## config.mk

```make
export PLATFORM = sky130hd
export DESIGN_NAME = dpdm_decode
export DESIGN_NICKNAME = d
export VERILOG_FILES = /design/src/rtl/usb_pkg.sv /design/src/rtl/dpdm_sync_hunt.sv /design/src/rtl/dpdm_decode.sv
export SDC_FILE = /design/constraint.sdc
export NUM_CORES = 1
export LEC_CHECK = 0
export CAP_MARGIN = 5
export CORE_UTILIZATION = 40
export CTS_CLUSTER_SIZE = 25
export DETAILED_ROUTE_END_ITERATION = 12
export PLACE_DENSITY = 0.65
export SLEW_MARGIN = 20
export SYNTH_ARGS = -nofsm -noshare
export SYNTH_HDL_FRONTEND = slang
export SYNTH_SLANG_ARGS = --single-unit
export TNS_END_PERCENT = 50
```

## constraint.sdc

```tcl
create_clock -name clock -period 2.5 [get_ports clock]
set_clock_uncertainty 0.1 [all_clocks]
set_input_delay 0.5 -clock clock [delete_from_list [all_inputs] [get_ports clock]]
set_output_delay 0.5 -clock clock [all_outputs]
set_load 0.005 [all_outputs]
```

## src/rtl/usb_pkg.sv

```systemverilog
// Shared USB line-level types for the DP/DM receive path: line codes, the SYNC
// pattern as seen on the wire, and receiver FSM states.
package usb_pkg;

    typedef enum logic [1:0] {
        SE0 = 2'b00,
        K   = 2'b01,
        J   = 2'b10,
        SE1 = 2'b11
    } line_t;

    typedef enum logic [2:0] {
        IDLE      = 3'd0,
        SYNC      = 3'd1,
        PACKET    = 3'd2,
        EOP_1     = 3'd3,
        EOP_2     = 3'd4,
        WAIT_IDLE = 3'd5
    } rx_state_t;

    localparam int unsigned SYNC_LEN = 8;

    // KJKJKJKK in transmission order, index 0 first on the wire.
    localparam line_t SYNC_LINE [SYNC_LEN] = '{K, J, K, J, K, J, K, K};

    function automatic logic is_busy(input rx_state_t s);
        return s inside {SYNC, PACKET, EOP_1, EOP_2};
    endfunction

endpackage

```

## src/rtl/dpdm_sync_hunt.sv

```systemverilog
// SYNC pattern tracker: compares the registered line sample against the expected
// SYNC symbol while the receiver is hunting, and reports match/abort/restart.
module dpdm_sync_hunt
    import usb_pkg::*;
(
    input  logic  clock,
    input  logic  reset_n,
    input  logic  enable,
    input  logic  hunting,
    input  line_t line_q,
    output logic  match,
    output logic  abort,
    output logic  restart
);

    logic [2:0] idx;
    logic       hit;

    assign hit = (line_q == SYNC_LINE[idx]);

    // A mismatching K can itself be the first SYNC symbol, so it restarts the hunt.
    always_comb begin
        match   = hunting && hit && (idx == 3'd7);
        abort   = hunting && !hit && (line_q != K);
        restart = hunting && !hit && (line_q == K);
    end

    // idx is the position of the next expected symbol; entry from IDLE has
    // already consumed the leading K, so the resting value is 1.
    always_ff @(posedge clock or negedge reset_n) begin
        if (!reset_n) begin
            idx <= 3'd1;
        end else if (enable && hunting && hit && (idx != 3'd7)) begin
            idx <= idx + 3'd1;
        end else begin
            idx <= 3'd1;
        end
    end

endmodule

```

## src/rtl/dpdm_decode.sv

```systemverilog
// USB DP/DM line receiver: hunts for SYNC, forwards post-SYNC J/K line bits to the
// NRZI decoder, detects EOP and flags SE1, bad-EOP, empty and overlong packets.
module dpdm_decode
    import usb_pkg::*;
#(
    parameter int unsigned MAX_BITS    = 1024,
    parameter int unsigned IDLE_CYCLES = 2
)(
    input  logic        clock,
    input  logic        reset_n,
    input  logic        DP,
    input  logic        DM,
    input  logic        rx_enable,
    output logic        out_bit,
    output logic        out_valid,
    output logic        pkt_start,
    output logic        rx_done,
    output logic        rx_error,
    output logic        rx_busy,
    output logic [15:0] bit_count
);

    localparam int unsigned IW        = $clog2(IDLE_CYCLES + 1);
    localparam logic [15:0] MAX_COUNT = 16'(MAX_BITS);
    localparam logic [IW-1:0] IDLE_LAST = IW'(IDLE_CYCLES - 1);

    generate
        if (MAX_BITS == 0 || MAX_BITS > 65535) begin : g_bad_max_bits
            $error("dpdm_decode: MAX_BITS must be in 1..65535");
        end
        if (IDLE_CYCLES == 0) begin : g_bad_idle_cycles
            $error("dpdm_decode: IDLE_CYCLES must be at least 1");
        end
    endgenerate

    line_t         line_q;
    rx_state_t     state;
    rx_state_t     state_d;
    logic [IW-1:0] idle_cnt;
    logic [IW-1:0] idle_d;
    logic [15:0]   bit_count_d;
    logic          bit_d;
    logic          valid_d;
    logic          start_d;
    logic          done_d;
    logic          error_d;
    logic          sync_match;
    logic          sync_abort;
    logic          sync_restart;

    dpdm_sync_hunt u_sync_hunt (
        .clock   (clock),
        .reset_n (reset_n),
        .enable  (rx_enable),
        .hunting (state == SYNC),
        .line_q  (line_q),
        .match   (sync_match),
        .abort   (sync_abort),
        .restart (sync_restart)
    );

    always_ff @(posedge clock or negedge reset_n) begin
        if (!reset_n) begin
            line_q <= J;
        end else begin
            line_q <= line_t'({DP, DM});
        end
    end

    always_comb begin
        state_d     = state;
        idle_d      = idle_cnt;
        bit_count_d = bit_count;
        bit_d       = 1'b0;
        valid_d     = 1'b0;
        start_d     = 1'b0;
        done_d      = 1'b0;
        error_d     = 1'b0;

        if (!rx_enable) begin
            state_d = IDLE;
            idle_d  = '0;
        end else begin
            case (state)
                IDLE: begin
                    if (line_q == K) begin
                        state_d = SYNC;
                    end
                end
                SYNC: begin
                    if (sync_match) begin
                        state_d     = PACKET;
                        start_d     = 1'b1;
                        bit_count_d = '0;
                    end else if (sync_abort) begin
                        state_d = IDLE;
                    end else if (sync_restart) begin
                        state_d = SYNC;
                    end
                end
                PACKET: begin
                    case (line_q)
                        J, K: begin
                            // The bit that would push the count past the limit is dropped.
                            if (bit_count == MAX_COUNT) begin
                                error_d = 1'b1;
                            end else begin
                                valid_d     = 1'b1;
                                bit_d       = (line_q == J);
                                bit_count_d = bit_count + 16'd1;
                            end
                        end
                        SE0: begin
                            if (bit_count == '0) begin
                                error_d = 1'b1;
                            end else begin
                                state_d = EOP_1;
                            end
                        end
                        default: error_d = 1'b1;
                    endcase
                end
                EOP_1: begin
                    if (line_q == SE0) begin
                        state_d = EOP_2;
                    end else begin
                        error_d = 1'b1;
                    end
                end
                EOP_2: begin
                    if (line_q == J) begin
                        state_d = IDLE;
                        done_d  = 1'b1;
                    end else begin
                        error_d = 1'b1;
                    end
                end
                WAIT_IDLE: begin
                    if (line_q != J) begin
                        idle_d = '0;
                    end else if (idle_cnt == IDLE_LAST) begin
                        state_d = IDLE;
                        idle_d  = '0;
                    end else begin
                        idle_d = idle_cnt + IW'(1);
                    end
                end
                default: state_d = IDLE;
            endcase

            if (error_d) begin
                state_d = WAIT_IDLE;
                idle_d  = '0;
            end
        end
    end

    always_ff @(posedge clock or negedge reset_n) begin
        if (!reset_n) begin
            state     <= IDLE;
            idle_cnt  <= '0;
            bit_count <= '0;
            out_bit   <= 1'b0;
            out_valid <= 1'b0;
            pkt_start <= 1'b0;
            rx_done   <= 1'b0;
            rx_error  <= 1'b0;
            rx_busy   <= 1'b0;
        end else begin
            state     <= state_d;
            idle_cnt  <= idle_d;
            bit_count <= bit_count_d;
            out_bit   <= bit_d;
            out_valid <= valid_d;
            pkt_start <= start_d;
            rx_done   <= done_d;
            rx_error  <= error_d;
            rx_busy   <= is_busy(state_d);
        end
    end

endmodule
```

==> impl_results.md, run 1 <==
* Hold slack at 0.3774 ns
* Leading area contributor after synthesis: dfrtp_1
* F_max at ~0.44 GHz
* Die area at just over 5000 um2
* Sw Pwr at between 200 and 250 uW
* Final std cells w/o fill at approximately 290
* N_diodes at 0
* Worst slew margin relative to its limit at 73.19%
* Flop pwr share at approximately 46%
* # DRC at 0
* 1st-iter DRT viols at 76
* Clk slew on worst S/H paths at ~0.07 ns
* IO Port Bufs at 26
* Pwr/cell area at between 400 and 500 nW/um2
* Syn_area_per_cell at a little over 10 um2
* #FFs+latches synth at 32
* Top cell type's share of synthesized area at 38.68%
* CP endpoint kind: register
* Top-count cell post-synth: dfrtp_1
* Syn nets at approximately 200
* Initial DRT Pass Iterations at 4
* DRT antenna net count at 0
* RSZ-0062 raised after global routing: false
* Post-synthesis sequential area ratio at between 40% and 50%
* Internal power at 900.4 uW
* Clock buffer count from CTS at 5
* Max Cap Viol at 0
* Die width at around 72 um
* Max VDD drop at about 0.3 mV
* Final #Nets at ~250
* Total GRT Usage at between 10% and 20%
* Initial antenna violation count at 0
* Post-DR wirelength/cell at 14.87 um
* Top cells by area, synth: dfrtp_1 (39%), ha_1 (5.8%), xnor2_1 (4.1%)
* Crit path cell chain: ha_1 > mux2_4 > mux2i_4 > a21oi_4 > a211oi_4 > a211oi_1 > a31o_1
* Largest net degree at the start of global routing at 33
* Status: completed
* Static leakage at 0.001084 uW
* Die height at 71.65 um
* Final setup viols at 0
* Layout cells sized above 1 at between 20% and 30%
* CP Max Fanout at 10
* Crit path time final at about 2.3 ns
* TritonCTS clock tree: done
* CP Launch Type: register
* Comb pwr share at 5.7%
* Met2 Usage GRT at a little over a quarter
* Worst setup path class: register to register
* CP Data Arrival Time at about 2.4 ns
* Hold WC Path Type: register to register
* Sw Share at between 20% and 30%
* Mapped Cells at 190
* Met3 GRT Util at 4.079%
* Post-cts resize count at 0
* Vias at about 1500
* Slowest-stage cell, CP: dfstp_2
* Top post-synthesis cells by count: dfrtp_1 (30), nor2_1 (18), inv_1 (16)
* Routed wire length at ~4300 um
* Worst-skew pair later-pin latency at 0.29 ns
* Clock sinks at 32
* Final period util at 91.72%
* I/O pin count at 27
* Crit path buffers/inverters at 0
* Yosys cell types at 52
* Max incr delay on CP at approximately 0.56 ns
* Dpl cells at between 200 and 300
* Post-route setup TNS at 0 ns
* Synth warnings at 0
* Via-to-Cell Ratio at about 5.3
* Req. time, crit path at about 2.6 ns
* Initial Util at 43.08%
* Main synth FF type: dfrtp_1
* Fin. Hold Viols at 0
* DPL Wire Length at around 3100 um
* Global route hottest layer: met2
* Clock power frac at between 40% and 50%
* Area delta synth->final at 28.05%
* CTS Buffer Depth at 2
* Vias in the first global route at between 1000 and 1500
* Met1 usage at 25.83%
* Slew @ Worst Pin at between 0.4 and 0.5 ns
* CTS H-tree lvls at 2
* Root Driver: clkbuf_8
* Share of flip-flops with an asynchronous set or reset at 100.0%
* Row count at 24
* Crit path max-delay family: compound AO/OA/AOI/OAI gates
* Grt total ovfl at 0
* First-pass GRT wire length at just over 7000 um
* Syn Std Cell Area at just under 2000 um2
* Gpl congestion at 0.8423
* Final Slew Violations at 0
* Core area at about 4500 um2
* Post-synth EDFFs at 0
[cells in the final DEF (no fill, tap or decap), types with 3 or more instances in the layout]
cell             Yosys  routed
dfrtp_1             30      30
clkdlybuf4s50_1      0      26
nor2_1              18      18
inv_1               16      16
buf_4                3      16
nand2_1             14      14
xnor2_1              9       9
ha_1                 9       9
clkbuf_8             0       7
nand3_1              6       6
nand4_1              6       6
a21oi_1              5       5
a31o_1               5       5
nor4_1               4       4
nor3_1               4       4
nor2b_1              4       4
a2111oi_2            4       4
a211oi_1             4       4
nand2b_1             3       3
o21ai_1              3       3
and2_1               3       3
[worst register-to-register path: stages, from the launching register on]
cell and delay, ns:
dfstp_2 0.56, ha_1 0.15, mux2_4 0.17, mux2i_4 0.30, a21oi_4 0.16, a211oi_4 0.40, a211oi_1 0.13, a31o_1 0.21
[state kept, by name (all words and copies together), names as in the netlist]
signal / flops
bit_count: 16
state: 3
u_sync_hunt.idx: 3
idle_cnt: 2
line_q: 2
out_bit: 1
out_valid: 1
pkt_start: 1
rx_busy: 1
rx_done: 1
rx_error: 1
[final timing paths]
check	start	slack (ns)	end	depth (start not counted)
min	u_sync_hunt.idx[0]	0.38	u_sync_hunt.idx[0]	1
min reg2reg	u_sync_hunt.idx[0]	0.38	u_sync_hunt.idx[0]	1
max	u_sync_hunt.idx[0]	0.21	bit_count[11]	7
max in group asynchronous	reset_n	1.47	u_sync_hunt.idx[0]	2
min in group asynchronous	reset_n	0.50	bit_count[15]	2
max reg2reg	u_sync_hunt.idx[0]	0.21	bit_count[11]	7
[final cells by class]
cell class,instances,area [um2]
inverter,17,63.81
clock inverter,1,30.03
multi-input combinational,134,1026
sequential,32,803.3
fill,425,2019
tap,52,65.06
clock buffer,7,96.34
timing repair buffer,43,400.4
[routing by layer]
metal  vias to the layer above  part of all wire, %  wire length [um]
li1                        759                    -                 -
met1                       721                   50              2113
met2                        31                   44              1868
met3                         9                  4.4               186
met4                         0                  2.0                85
met5                         -                    0                 0
[power by group through the flow]
stage          sequential (uW)  combinational [uW]  clock [uW]
3_3_place_gp               538                65.0           0
2_1_floorplan              535                37.8           0
6_report                   528                65.4         549
3_5_place_dp               538                65.5           0
4_1_cts                    528                66.1         559
5_1_grt                    529                73.7         581
[cells by family (layout without fill, tap and decap cells)]
logic type / count (synthesis) / count (layout) / synth area share, %
simple gates: 74 / 74 / 21.15
compound gates: 36 / 36 / 17.73
flops: 32 / 32 / 41.39
buf+inv: 24 / 68 / 5.738
fa+ha+maj: 9 / 9 / 5.803
xor+xnor: 9 / 9 / 4.062
mux: 6 / 6 / 4.126
[metrics by stage]
step / setup WS, ns / total power (uW) / instance area, um2 / util, %
2_1_floorplan: 0.4244 / 573.2 / 1941 / -
3_3_place_gp: 0.1456 / 602.7 / 2323 / 51.58
3_5_place_dp: 0.1266 / 603.3 / 2323 / 51.58
4_1_cts: 0.1131 / 1153 / 2450 / 54.39
5_1_grt: 0.06744 / 1183 / 2485 / 55.17
6_report: 0.2069 / 1143 / 2485 / 55.17
[repair_timing]
action | 4_1_cts | 5_1_grt
setup endpoints to repair | 0 | 5
hold buffers | 0 | 0
buffers inserted | 0 | 3
Power figures use the tool's default switching activity.
==> run 2, diff against run 1 <==
--- a/config.mk
+++ b/config.mk
@@ -9,7 +9,9 @@
 export CORE_UTILIZATION = 40
 export CTS_CLUSTER_SIZE = 25
 export DETAILED_ROUTE_END_ITERATION = 12
-export PLACE_DENSITY = 0.65
+export DONT_BUFFER_PORTS = 1
+export GPL_TIMING_DRIVEN = 1
+export PLACE_DENSITY = 0.58
 export SLEW_MARGIN = 20
 export SYNTH_ARGS = -nofsm -noshare
 export SYNTH_HDL_FRONTEND = slang
==> impl_results.md, run 2 (synthesized netlist as in run 1, its figures left out) <==
* Status: completed
* RSZ-0062 raised after global routing: false
* Total power at 1087 uW (-4.9%)
* DRT antenna net count at 0 (unchanged)
* Biggest register: bit_count
* Grt total ovfl at 0 (unchanged)
* Final setup viols at 0 (unchanged)
* Via-to-Cell Ratio at 5.698 (+7.2%)
* CP Launch Type: register
* 1st-iter DRT viols at 68 (-11%)
* Worst setup path class: register to register
* CP Data Arrival Time at 2.40 ns (+0.04 ns)
* Final Slew Violations at 0 (unchanged)
* Post-route setup TNS at 0 ns (unchanged)
* Final period util at 91.70% (about the same)
* Crit path cell chain: inv_1 > ha_1 > nor4b_2 > nand4_2 > o2111ai_4 > buf_4 > a211oi_2 > a31o_1 > a21oi_1
* Crit path time final at 2.292 ns (-0.0007280 ns)
* Initial Util at 43.08% (unchanged)
* DPL Wire Length at 2987 um (-3.1%)
* Max FFs per register at 16 (unchanged)
* F_max at 0.4362 GHz (about the same)
* Clock sinks at 32 (unchanged)
* CP Max Fanout at 5 (-5)
* Static leakage at 0.0009488 uW (-13%)
* Die area at 5134 um2 (unchanged)
* Most common cell after layout, fill and taps aside: dfrtp_1
* # DRC at 0 (unchanged)
* Root Driver: clkbuf_8
* I/O pin count at 27 (unchanged)
* N_diodes at 0 (unchanged)
* Pwr/cell area at 499.9 nW/um2 (+8.7%)
* Fin. Hold Viols at 0 (unchanged)
* Largest net degree at the start of global routing at 33 (unchanged)
* Layout cells sized above 1 at 21.18% (+0.24 points)
* Clock buffer count from CTS at 5 (unchanged)
* CP endpoint kind: register
* Routed wire length at 4095 um (-3.7%)
* Slew @ Worst Pin at 0.5615 ns (+0.1593 ns)
* Gpl congestion at 0.8756 (+4.0%)
* IO Port Bufs at 0 (-100%)
* Most frequent cells in the layout: dfrtp_1 (30), nor2_1 (18), inv_1 (16)
* Area delta synth->final at 12.06%
* FILL cells at 436 (+2.6%)
* Worst-skew pair later-pin latency at 0.29 ns (about the same)
* CTS Buffer Depth at 2 (unchanged)
* Post-DR wirelength/cell at 16.06 um (+8.0%)
* Vias in the first global route at 1447 (+1.2%)
* Max incr delay on CP at 0.44 ns (-0.12 ns)
* Die height at 71.65 um (unchanged)
* Row count at 24 (unchanged)
* Die width at 71.65 um (unchanged)
* Hold WC Path Type: input port to register
* Vias at 1453 (-4.4%)
* CTS H-tree lvls at 2 (unchanged)
* Slowest-stage cell, CP: dfrtp_1
* First-pass GRT wire length at 7058 um (-1.3%)
* Clk slew on worst S/H paths at 0.07 ns (about the same)
* Initial DRT Pass Iterations at 4 (unchanged)
* Total GRT Usage at 18.01% (-0.20 points)
* Initial antenna violation count at 0 (unchanged)
* Max VDD drop at 0.2118 mV (-28%)
* Max Cap Viol at 0 (unchanged)
* Largest regs: bit_count (16), state (3), u_sync_hunt.idx (3)
* Core area at 4504 um2 (unchanged)
* Worst slew margin relative to its limit at 62.48% (-11 points)
* Final #Nets at 216 (-13%)
* Req. time, crit path at 2.61 ns (+0.04 ns)
* TritonCTS clock tree: done
[run 2: path summary, 6_finish.rpt]
| kind | startpoint | end | slack, ns | depth (start not counted) |
|---|---|---|---|---|
| worst max register to register | bit_count[1] | bit_count[14] | 0.21 | 9 |
| max in group asynchronous | reset_n | u_sync_hunt.idx[0] | 1.51 | 2 |
| worst max-delay path | bit_count[1] | bit_count[14] | 0.21 | 9 |
| min in group asynchronous | reset_n | u_sync_hunt.idx[1] | 0.55 | 2 |
| worst min register to register | u_sync_hunt.idx[0] | u_sync_hunt.idx[0] | 0.37 | 1 |
| worst min-delay path | DP | line_q[1] | 0.1 | 0 |
[run 2: area by class of cell]
class                      instances  area [um2]  area share, %
clock inverter                     3       42.54          1.956
tap                               52       65.06          2.992
clock buffer                       5       68.82          3.165
timing repair buffer              12       105.1          4.833
multi-input combinational        134        1026          47.18
inverter                          17       63.81          2.934
sequential                        32       803.3          36.94
[run 2: through the flow]
| stage | cells | instance area (um2) | hold WS (ns) | setup slack, ns | utilization (%) |
|---|---|---|---|---|---|
| floorplan | 190 | 1941 | 0.1044 | 0.4244 | - |
| global placement | 245 | 2033 | 0.1056 | 0.2700 | 45.14 |
| detailed placement | 245 | 2033 | 0.1055 | 0.2250 | 45.14 |
| CTS | 255 | 2175 | 0.09329 | 0.1816 | 48.28 |
| global route | 255 | 2175 | 0.08444 | 0.03808 | 48.28 |
| finish | 255 | 2175 | 0.09715 | 0.2076 | 48.28 |
[run 2: repair_timing]
item	4_1_cts	5_1_grt
hold buffers	2	0
endpoints found under the hold margin	32	0
gates resized for setup	0	0
buffers inserted	0	0
[run 2: layer usage]
layer	up-vias	GRT usage, %	part of all wire, %
li1	703	-	-
met3	6	6.329	5.9
met2	29	29.98	50
met4	0	6.754	1.1
met1	715	21.45	43
met5	-	0	0
[run 2: where the power goes]
part	internal, uW	leakage [uW]	switching, uW
Clock	295	0.0000541	205
Sequential	522	0.000406	4.87
Combinational	22.7	0.000489	37.2
[run 2: critical path, delay by kind of cell (launching register included)]
family / cells / cell delay, ns
AOI/OAI and AO/OA: 4 / 0.73
adders and majority gates: 1 / 0.13
buffers and inverters: 2 / 0.25
DFF: 1 / 0.44
and+or+nand+nor: 2 / 0.55
==> run 3, diff against run 2 <==
--- a/config.mk
+++ b/config.mk
@@ -10,6 +10,7 @@
 export CTS_CLUSTER_SIZE = 25
 export DETAILED_ROUTE_END_ITERATION = 12
 export DONT_BUFFER_PORTS = 1
+export GPL_ROUTABILITY_DRIVEN = 0
 export GPL_TIMING_DRIVEN = 1
 export PLACE_DENSITY = 0.58
 export SLEW_MARGIN = 20
==> results of run 3 <==
Final layout, timing and power as in run 2 (identical DEF).
